<file path="src/rtl/prng_bit_packer_pkg.sv">
// prng_pkg: shared constants, the packer state type and a width helper
// used by prng_bit_packer and prng_word_fifo.
package prng_pkg;

    localparam int PRNG_WORD_W_DEFAULT     = 8;
    localparam int PRNG_FIFO_DEPTH_DEFAULT = 4;

    typedef enum logic {
        IDLE    = 1'b0,
        COLLECT = 1'b1
    } state_t;

    // Smallest number of bits able to index 'value' distinct items (min 1).
    function automatic int clog2(input int value);
        int result;
        result = 0;
        while ((1 << result) < value) begin
            result = result + 1;
        end
        if (result == 0) begin
            result = 1;
        end
        return result;
    endfunction

endpackage

</file>
<file path="src/rtl/prng_bit_packer_if.sv">
// prng_bit_packer_if: valid/ready word stream from the packer to its consumer.
// The packer drives the master side; the consumer (UART TX, LED logic) uses slave.
interface prng_bit_packer_if #(
    parameter int WORD_W = 8
);

    logic [WORD_W-1:0] WORD_DATA;
    logic              WORD_VALID;
    logic              WORD_READY;

    modport master (
        output WORD_DATA,
        output WORD_VALID,
        input  WORD_READY
    );

    modport slave (
        input  WORD_DATA,
        input  WORD_VALID,
        output WORD_READY
    );

endinterface

</file>
<file path="src/rtl/prng_bit_packer_word_fifo.sv">
// prng_word_fifo: small circular-buffer FIFO with show-ahead read.
// A push while full with no simultaneous pop is dropped and reported on 'drop'.
module prng_word_fifo
    import prng_pkg::*;
#(
    parameter int WIDTH = 8,
    parameter int DEPTH = 4
) (
    input  logic                        CLK,
    input  logic                        RST,
    input  logic                        push,
    input  logic [WIDTH-1:0]            push_data,
    input  logic                        pop,
    output logic [WIDTH-1:0]            pop_data,
    output logic                        empty,
    output logic [clog2(DEPTH+1)-1:0]   count,
    output logic                        drop
);

    localparam int PTR_W = clog2(DEPTH);
    localparam int CNT_W = clog2(DEPTH + 1);

    logic [WIDTH-1:0] mem [DEPTH];
    logic [PTR_W-1:0] wr_ptr_q;
    logic [PTR_W-1:0] rd_ptr_q;
    logic [CNT_W-1:0] count_q;
    logic             full;
    logic             do_pop;
    logic             do_push;

    // Decide which of push/pop actually take effect this cycle.
    always_comb begin
        empty   = (count_q == '0);
        full    = (count_q == CNT_W'(DEPTH));
        do_pop  = pop && !empty;
        do_push = push && (!full || do_pop);
        drop    = push && full && !do_pop;
    end

    // Word storage; only written by an accepted push.
    always_ff @(posedge CLK or posedge RST) begin
        if (RST) begin
            for (int i = 0; i < DEPTH; i++) begin
                mem[i] <= '0;
            end
        end else if (do_push) begin
            mem[wr_ptr_q] <= push_data;
        end
    end

    // Pointers wrap naturally because DEPTH is a power of two; count tracks fill.
    always_ff @(posedge CLK or posedge RST) begin
        if (RST) begin
            wr_ptr_q <= '0;
            rd_ptr_q <= '0;
            count_q  <= '0;
        end else begin
            if (do_push) begin
                wr_ptr_q <= wr_ptr_q + PTR_W'(1);
            end
            if (do_pop) begin
                rd_ptr_q <= rd_ptr_q + PTR_W'(1);
            end
            if (do_push && !do_pop) begin
                count_q <= count_q + CNT_W'(1);
            end else if (do_pop && !do_push) begin
                count_q <= count_q - CNT_W'(1);
            end
        end
    end

    assign pop_data = mem[rd_ptr_q];
    assign count    = count_q;

endmodule

</file>
<file path="src/rtl/prng_bit_packer.sv">
// prng_bit_packer: takes one random bit per BIT_STB pulse while enabled, packs
// WORD_W bits into a word and queues words for a valid/ready consumer.
// Optional build macro PRNG_VON_NEUMANN_EN inserts a von Neumann debiaser
// between the sampled bits and the shift register.
module prng_bit_packer
    import prng_pkg::*;
#(
    parameter int WORD_W     = PRNG_WORD_W_DEFAULT,
    parameter int FIFO_DEPTH = PRNG_FIFO_DEPTH_DEFAULT,
    parameter int MSB_FIRST  = 1
) (
    input  logic                              CLK,
    input  logic                              RST,
    input  logic                              EN,
    input  logic                              BIT_STB,
    input  logic                              BIT_IN,
    prng_bit_packer_if.master                 word_bus,
    output logic [clog2(FIFO_DEPTH+1)-1:0]    FILL,
    output logic                              OVERFLOW,
    input  logic                              CLR_OVF
);

    localparam int CNT_W = clog2(WORD_W + 1);

    state_t              state_q;
    state_t              state_d;
    logic                accept;
    logic                emit_valid;
    logic                emit_bit;
    logic [WORD_W-1:0]   shift_q;
    logic [WORD_W-1:0]   shift_d;
    logic [CNT_W-1:0]    bit_cnt_q;
    logic [CNT_W-1:0]    bit_cnt_d;
    logic                word_full;
    logic                push_q;
    logic [WORD_W-1:0]   push_word_q;
    logic [WORD_W-1:0]   fifo_data;
    logic                fifo_empty;
    logic                fifo_drop;
    logic                overflow_q;

    // Enable tracking: COLLECT while EN is high, IDLE otherwise.
    always_comb begin
        state_d = state_q;
        unique case (state_q)
            IDLE:    if (EN)  state_d = COLLECT;
            COLLECT: if (!EN) state_d = IDLE;
            default: state_d = IDLE;
        endcase
    end

    // State register.
    always_ff @(posedge CLK or posedge RST) begin
        if (RST) begin
            state_q <= IDLE;
        end else begin
            state_q <= state_d;
        end
    end

    assign accept = (state_q == COLLECT) && BIT_STB;

`ifdef PRNG_VON_NEUMANN_EN
    logic phase_q;
    logic first_q;

    // Debiaser pairing: hold the first bit of a pair; leaving COLLECT restarts pairing.
    always_ff @(posedge CLK or posedge RST) begin
        if (RST) begin
            phase_q <= 1'b0;
            first_q <= 1'b0;
        end else if (state_q == IDLE) begin
            phase_q <= 1'b0;
        end else if (accept) begin
            if (!phase_q) begin
                first_q <= BIT_IN;
                phase_q <= 1'b1;
            end else begin
                phase_q <= 1'b0;
            end
        end
    end

    // Pair 10 emits 1 and 01 emits 0, i.e. the first bit whenever the two differ.
    always_comb begin
        emit_valid = accept && phase_q && (first_q != BIT_IN);
        emit_bit   = first_q;
    end
`else
    assign emit_valid = accept;
    assign emit_bit   = BIT_IN;
`endif

    // Shift/count update; a full count wraps to zero in the same cycle a new bit may land.
    always_comb begin
        word_full = (bit_cnt_q == CNT_W'(WORD_W));
        shift_d   = shift_q;
        bit_cnt_d = word_full ? '0 : bit_cnt_q;
        if (emit_valid) begin
            if (MSB_FIRST != 0) begin
                shift_d = {shift_q[WORD_W-2:0], emit_bit};
            end else begin
                shift_d = {emit_bit, shift_q[WORD_W-1:1]};
            end
            bit_cnt_d = bit_cnt_d + CNT_W'(1);
        end
    end

    // Packer registers; a full count captures the completed word into the push stage.
    always_ff @(posedge CLK or posedge RST) begin
        if (RST) begin
            shift_q     <= '0;
            bit_cnt_q   <= '0;
            push_q      <= 1'b0;
            push_word_q <= '0;
        end else begin
            shift_q   <= shift_d;
            bit_cnt_q <= bit_cnt_d;
            push_q    <= word_full;
            if (word_full) begin
                push_word_q <= shift_q;
            end
        end
    end

    prng_word_fifo #(
        .WIDTH (WORD_W),
        .DEPTH (FIFO_DEPTH)
    ) u_fifo (
        .CLK       (CLK),
        .RST       (RST),
        .push      (push_q),
        .push_data (push_word_q),
        .pop       (word_bus.WORD_READY),
        .pop_data  (fifo_data),
        .empty     (fifo_empty),
        .count     (FILL),
        .drop      (fifo_drop)
    );

    // Sticky overflow flag; a new drop beats a coincident clear.
    always_ff @(posedge CLK or posedge RST) begin
        if (RST) begin
            overflow_q <= 1'b0;
        end else if (fifo_drop) begin
            overflow_q <= 1'b1;
        end else if (CLR_OVF) begin
            overflow_q <= 1'b0;
        end
    end

    assign word_bus.WORD_DATA  = fifo_data;
    assign word_bus.WORD_VALID = !fifo_empty;
    assign OVERFLOW            = overflow_q;

endmodule

</file>
<file path="src/flat_wrapper.sv">
// flat-port wrapper written by rule: the top's interface ports become plain ports
module prng_bit_packer_flat import prng_pkg::*;
#(
    parameter int WORD_W     = PRNG_WORD_W_DEFAULT,
    parameter int FIFO_DEPTH = PRNG_FIFO_DEPTH_DEFAULT,
    parameter int MSB_FIRST  = 1
)
  (CLK, RST, EN, BIT_STB, BIT_IN, FILL, OVERFLOW, CLR_OVF, word_bus_WORD_DATA, word_bus_WORD_VALID, word_bus_WORD_READY);
  prng_bit_packer_if #(.WORD_W(WORD_W)) word_bus_i ();
  input  logic CLK;
  input  logic RST;
  input  logic EN;
  input  logic BIT_STB;
  input  logic BIT_IN;
  output logic [clog2(FIFO_DEPTH+1)-1:0] FILL;
  output logic OVERFLOW;
  input  logic CLR_OVF;
  output wire logic [$bits(word_bus_i.WORD_DATA)-1:0] word_bus_WORD_DATA;
  output wire logic [$bits(word_bus_i.WORD_VALID)-1:0] word_bus_WORD_VALID;
  input wire logic [$bits(word_bus_i.WORD_READY)-1:0] word_bus_WORD_READY;
  assign word_bus_WORD_DATA = word_bus_i.WORD_DATA;
  assign word_bus_WORD_VALID = word_bus_i.WORD_VALID;
  assign word_bus_i.WORD_READY = word_bus_WORD_READY;
  prng_bit_packer #(.WORD_W(WORD_W), .FIFO_DEPTH(FIFO_DEPTH), .MSB_FIRST(MSB_FIRST)) u_core (.CLK(CLK), .RST(RST), .EN(EN), .BIT_STB(BIT_STB), .BIT_IN(BIT_IN), .word_bus(word_bus_i), .FILL(FILL), .OVERFLOW(OVERFLOW), .CLR_OVF(CLR_OVF));
endmodule
</file>
<file path="config.mk">
export PLATFORM = sky130hd
export DESIGN_NAME = prng_bit_packer_flat
export DESIGN_NICKNAME = d
export VERILOG_FILES = /design/src/rtl/prng_bit_packer_pkg.sv /design/src/rtl/prng_bit_packer_if.sv /design/src/rtl/prng_bit_packer_word_fifo.sv /design/src/rtl/prng_bit_packer.sv /design/src/flat_wrapper.sv
export SDC_FILE = /design/constraint.sdc
export NUM_CORES = 1
export LEC_CHECK = 0
export CORE_MARGIN = 5
export CORE_UTILIZATION = 51
export DETAILED_ROUTE_END_ITERATION = 10
export GPL_ROUTABILITY_DRIVEN = 1
export GPL_TIMING_DRIVEN = 1
export PLACE_DENSITY = 0.78
export SLEW_MARGIN = 25
export SYNTH_ARGS = -nofsm -noshare
export SYNTH_HDL_FRONTEND = slang
export SYNTH_SLANG_ARGS = --single-unit
export TNS_END_PERCENT = 10
</file>
<file path="constraint.sdc">
create_clock -name CLK -period 4.9 [get_ports CLK]
set_input_delay 0.49 -clock CLK [delete_from_list [all_inputs] [get_ports CLK]]
set_output_delay 0.49 -clock CLK [all_outputs]
set_load 0.05 [all_outputs]
</file>
==> impl_metrics.sql <==
INSERT INTO impl_metrics (metric_group, metric, value, unit) VALUES
('clock_tree', 'htree_num_levels', '3', ''),
('critical_path', 'path_max_fanout', '10', ''),
('floorplanning', 'ioPinCount', '20', ''),
('sta', 'max_slew_margin', '0.499', ''),
('critical_path', 'crit_slowest_cell', 'dfrtp_1', ''),
('place', 'placement.io_buffers', '19', ''),
('clock_tree', 'cts_made_buffers', '9', ''),
('clock_tree', 'clkSinkCount', '62', ''),
('power', 'power-per-cell-area', '499', 'mW/mm²'),
('synth', 'netlist_top_cells_area', 'dfrtp_1 58%, mux2_2 22%, mux4_2 6.7%', ''),
('sta', 'timing.hold.ws', '0.502', 'ns'),
('critical_path', 'critPathMaxStageDelay', '0.76', 'ns'),
('sta', 'fin_skew', '0.00732', 'ns'),
('place', 'place_area', '0.00294', 'mm²'),
('sta', 'timing_worst_slew_pin_value', '0.752', 'ns'),
('synth', 'synth_area_leader_cell', 'dfrtp_1', ''),
('global_route', 'grt-ovfl-total', '0', ''),
('routing', 'drc_errors', '0', ''),
('final_layout', 'flow.area_growth_from_synthesis', '18.1', '%'),
('critical_path', 'worst_setup_path_start_kind', 'flip-flop', ''),
('final_layout', 'num-nets-final', '211', ''),
('synth', 'synth.cell_area', '0.00267', 'mm²'),
('clock_tree', 'cts_hold_repair.buffers', '0', ''),
('routing', 'drt_pre_antenna_iters', '4', ''),
('routing', 'ant_nets', '0', ''),
('synth', 'synth-edff-count', '0', ''),
('outcome', 'outcome', 'finished clean', ''),
('routing', 'detail_route.wl_per_cell', '17.2', 'µm'),
('global_route', 'grt_use_total', '0.170', ''),
('synth', 'synth.most_common_cell', 'dfrtp_1', ''),
('synth', 'yosys_warnings', '0', ''),
('clock_tree', 'clk_path_buf_depth', '2', ''),
('floorplanning', 'chipHeight', '82.4', 'µm'),
('clock_tree', 'cts_tree', 'done', ''),
('place', 'place.detailed.hpwl', '3090', 'µm'),
('floorplanning', 'dieWidth', '82.4', 'µm'),
('power', 'p_leak', '1.47', 'nW'),
('power', 'vdd_drop_max', '0.249', 'mV'),
('sta', 'rsz0062_at_grt', 'no', ''),
('floorplanning', 'core_area', '0.00511', 'mm²'),
('hold_path', 'hold_depth', '1', ''),
('global_route', 'grt_max_degree', '63', ''),
('clock_tree', 'cts_repair_resize_count', '0', ''),
('global_route', 'first_global_vias', '1619', ''),
('synth', 'synth_cell_type_count', '22', ''),
('place', 'place_ws', '2.16', 'ns'),
('floorplanning', 'num_rows', '26', ''),
('clock_tree', 'post-cts-setup-buffers', '0', ''),
('final_layout', 'post_route_cells_drive_above_1_share', '0.401', ''),
('synth', 'async_reset_ff_frac', '1.00', ''),
('sta', 'max_freq', '0.346', 'GHz'),
('synth', 'postSynthRegisterBits', '62', ''),
('clock_tree', 'clkLatencyLatePin', '0.33', 'ns'),
('sta', 'post-route-period-util', '0.590', ''),
('synth', 'synth_top_area_share', '0.581', ''),
('sta', 'final-setup-viol-count', '0', ''),
('final_layout', 'final_util', '0.618', ''),
('clock_tree', 'path_clk_slew', '0.07', 'ns'),
('critical_path', 'worst_r2r_path_depth', '6', ''),
('critical_path', 'crit_path_capture_type', 'output pin', ''),
('final_layout', 'diode_count', '0', ''),
('synth', 'synth.yosys.seq_area_share', '0.581', ''),
('clock_tree', 'clock-root-buffer', 'clkbuf_8', ''),
('floorplanning', 'die_area', '0.00678', 'mm²'),
('place', 'place.gp.congestion', '0.737', ''),
('routing', 'post_drt_via_cell_ratio', '5.32', ''),
('synth', 'synthesis.nets', '184', ''),
('routing', 'drt_first_iter_violations', '50', ''),
('critical_path', 'cp_cell_sequence', 'mux4_2 -> clkdlybuf4s50_1', ''),
('global_route', 'antenna_violations_before_repair', '0', ''),
('synth', 'postSynthCellCount', '170', '');
==> final cells by class <==
type | count | area, µm²
repair buffers | 20 | 198
well taps | 70 | 87.6
clock inverters | 4 | 70.1
multi-input cells | 98 | 1080
fillers | 392 | 1950
flip-flops and latches | 62 | 1550
inverters | 6 | 22.5
clock buffers | 12 | 145
==> worst max-delay path: cells and delay by family, from the launching register on <==
family | cells | cell delay [ns]
flops | 1 | 0.76
buf+inv | 1 | 0.72
mux | 1 | 0.59
==> final timing paths <==
check | start | endpoint | slack (ns)
min in group asynchronous | RST | u_core.u_fifo.mem[30] | 0.70
worst max register to register | u_core.u_fifo.count[0] | u_core.u_fifo.count[1] | 2.63
max in group asynchronous | RST | u_core.u_fifo.mem[2] | 3.71
worst min register to register | u_core.u_fifo.mem[12] | u_core.u_fifo.mem[12] | 0.50
worst min-delay path | u_core.u_fifo.mem[12] | u_core.u_fifo.mem[12] | 0.50
worst max-delay path | u_core.u_fifo.rd_ptr_q[0] | word_bus_WORD_DATA[1] | 2.01
==> per-layer routing <==
layer	vias up	routed length [µm]	track usage
li1	660	-	-
met1	754	1930	0.203
met2	25	2510	0.280
met3	8	146	0.0456
met4	0	89	0.0897
met5	-	0	0
==> flip-flops by register name, indices dropped and copies added (netlist names) <==
register                count
u_core.u_fifo.mem          32
u_core.push_word_q          8
u_core.shift_q              8
u_core.bit_cnt_q            4
u_core.u_fifo.count         3
u_core.u_fifo.rd_ptr_q      2
u_core.u_fifo.wr_ptr_q      2
u_core.OVERFLOW             1
u_core.push_q               1
u_core.state_q              1
==> placed cells by master, fill, tap and decap left out <==
cell / netlist / final
mux2i_1: 1 / 1
clkdlybuf4s50_1: 0 / 19
nor2_1: 1 / 1
mux4_2: 8 / 8
xnor2_1: 6 / 6
dfrtp_1: 62 / 62
mux2_2: 51 / 51
o21ai_0: 2 / 2
xor2_1: 2 / 2
nor2b_1: 1 / 1
buf_4: 0 / 1
inv_2: 0 / 1
clkinv_2: 0 / 2
nor4b_4: 2 / 2
bufinv_16: 0 / 2
nand4_1: 1 / 1
nor2_2: 4 / 4
inv_1: 6 / 5
clkbuf_8: 0 / 10
or3_1: 1 / 1
nand3_1: 2 / 2
ha_1: 6 / 6
nand2_1: 8 / 8
clkbuf_1: 2 / 2
a21oi_1: 1 / 1
fa_1: 1 / 1
==> through the flow <==
step | std cells | total power [mW]
2_1_floorplan | 170 | 0.994
3_3_place_gp | 256 | 1.07
3_5_place_dp | 256 | 1.10
4_1_cts | 272 | 1.59
5_1_grt | 272 | 1.66
6_report | 272 | 1.58
==> kinds of logic (layout without fill, tap and decap cells) <==
logic type      Yosys count  in the layout  synth area share
compound gates            3              3           0.00562
fa+ha+maj                 7              7            0.0356
mux                      60             60             0.286
flops                    62             62             0.581
xor+xnor                  8              8            0.0262
buf+inv                  10             42            0.0145
simple gates             20             20            0.0506
==> report_power, final <==
part / internal (mW) / switching (mW) / leakage (nW)
registers: 0.612 / 0.148 / 0.822
logic: 0.177 / 0.155 / 0.533
clock network: 0.299 / 0.185 / 0.110
Note: power is estimated with default switching activity, not from simulation.
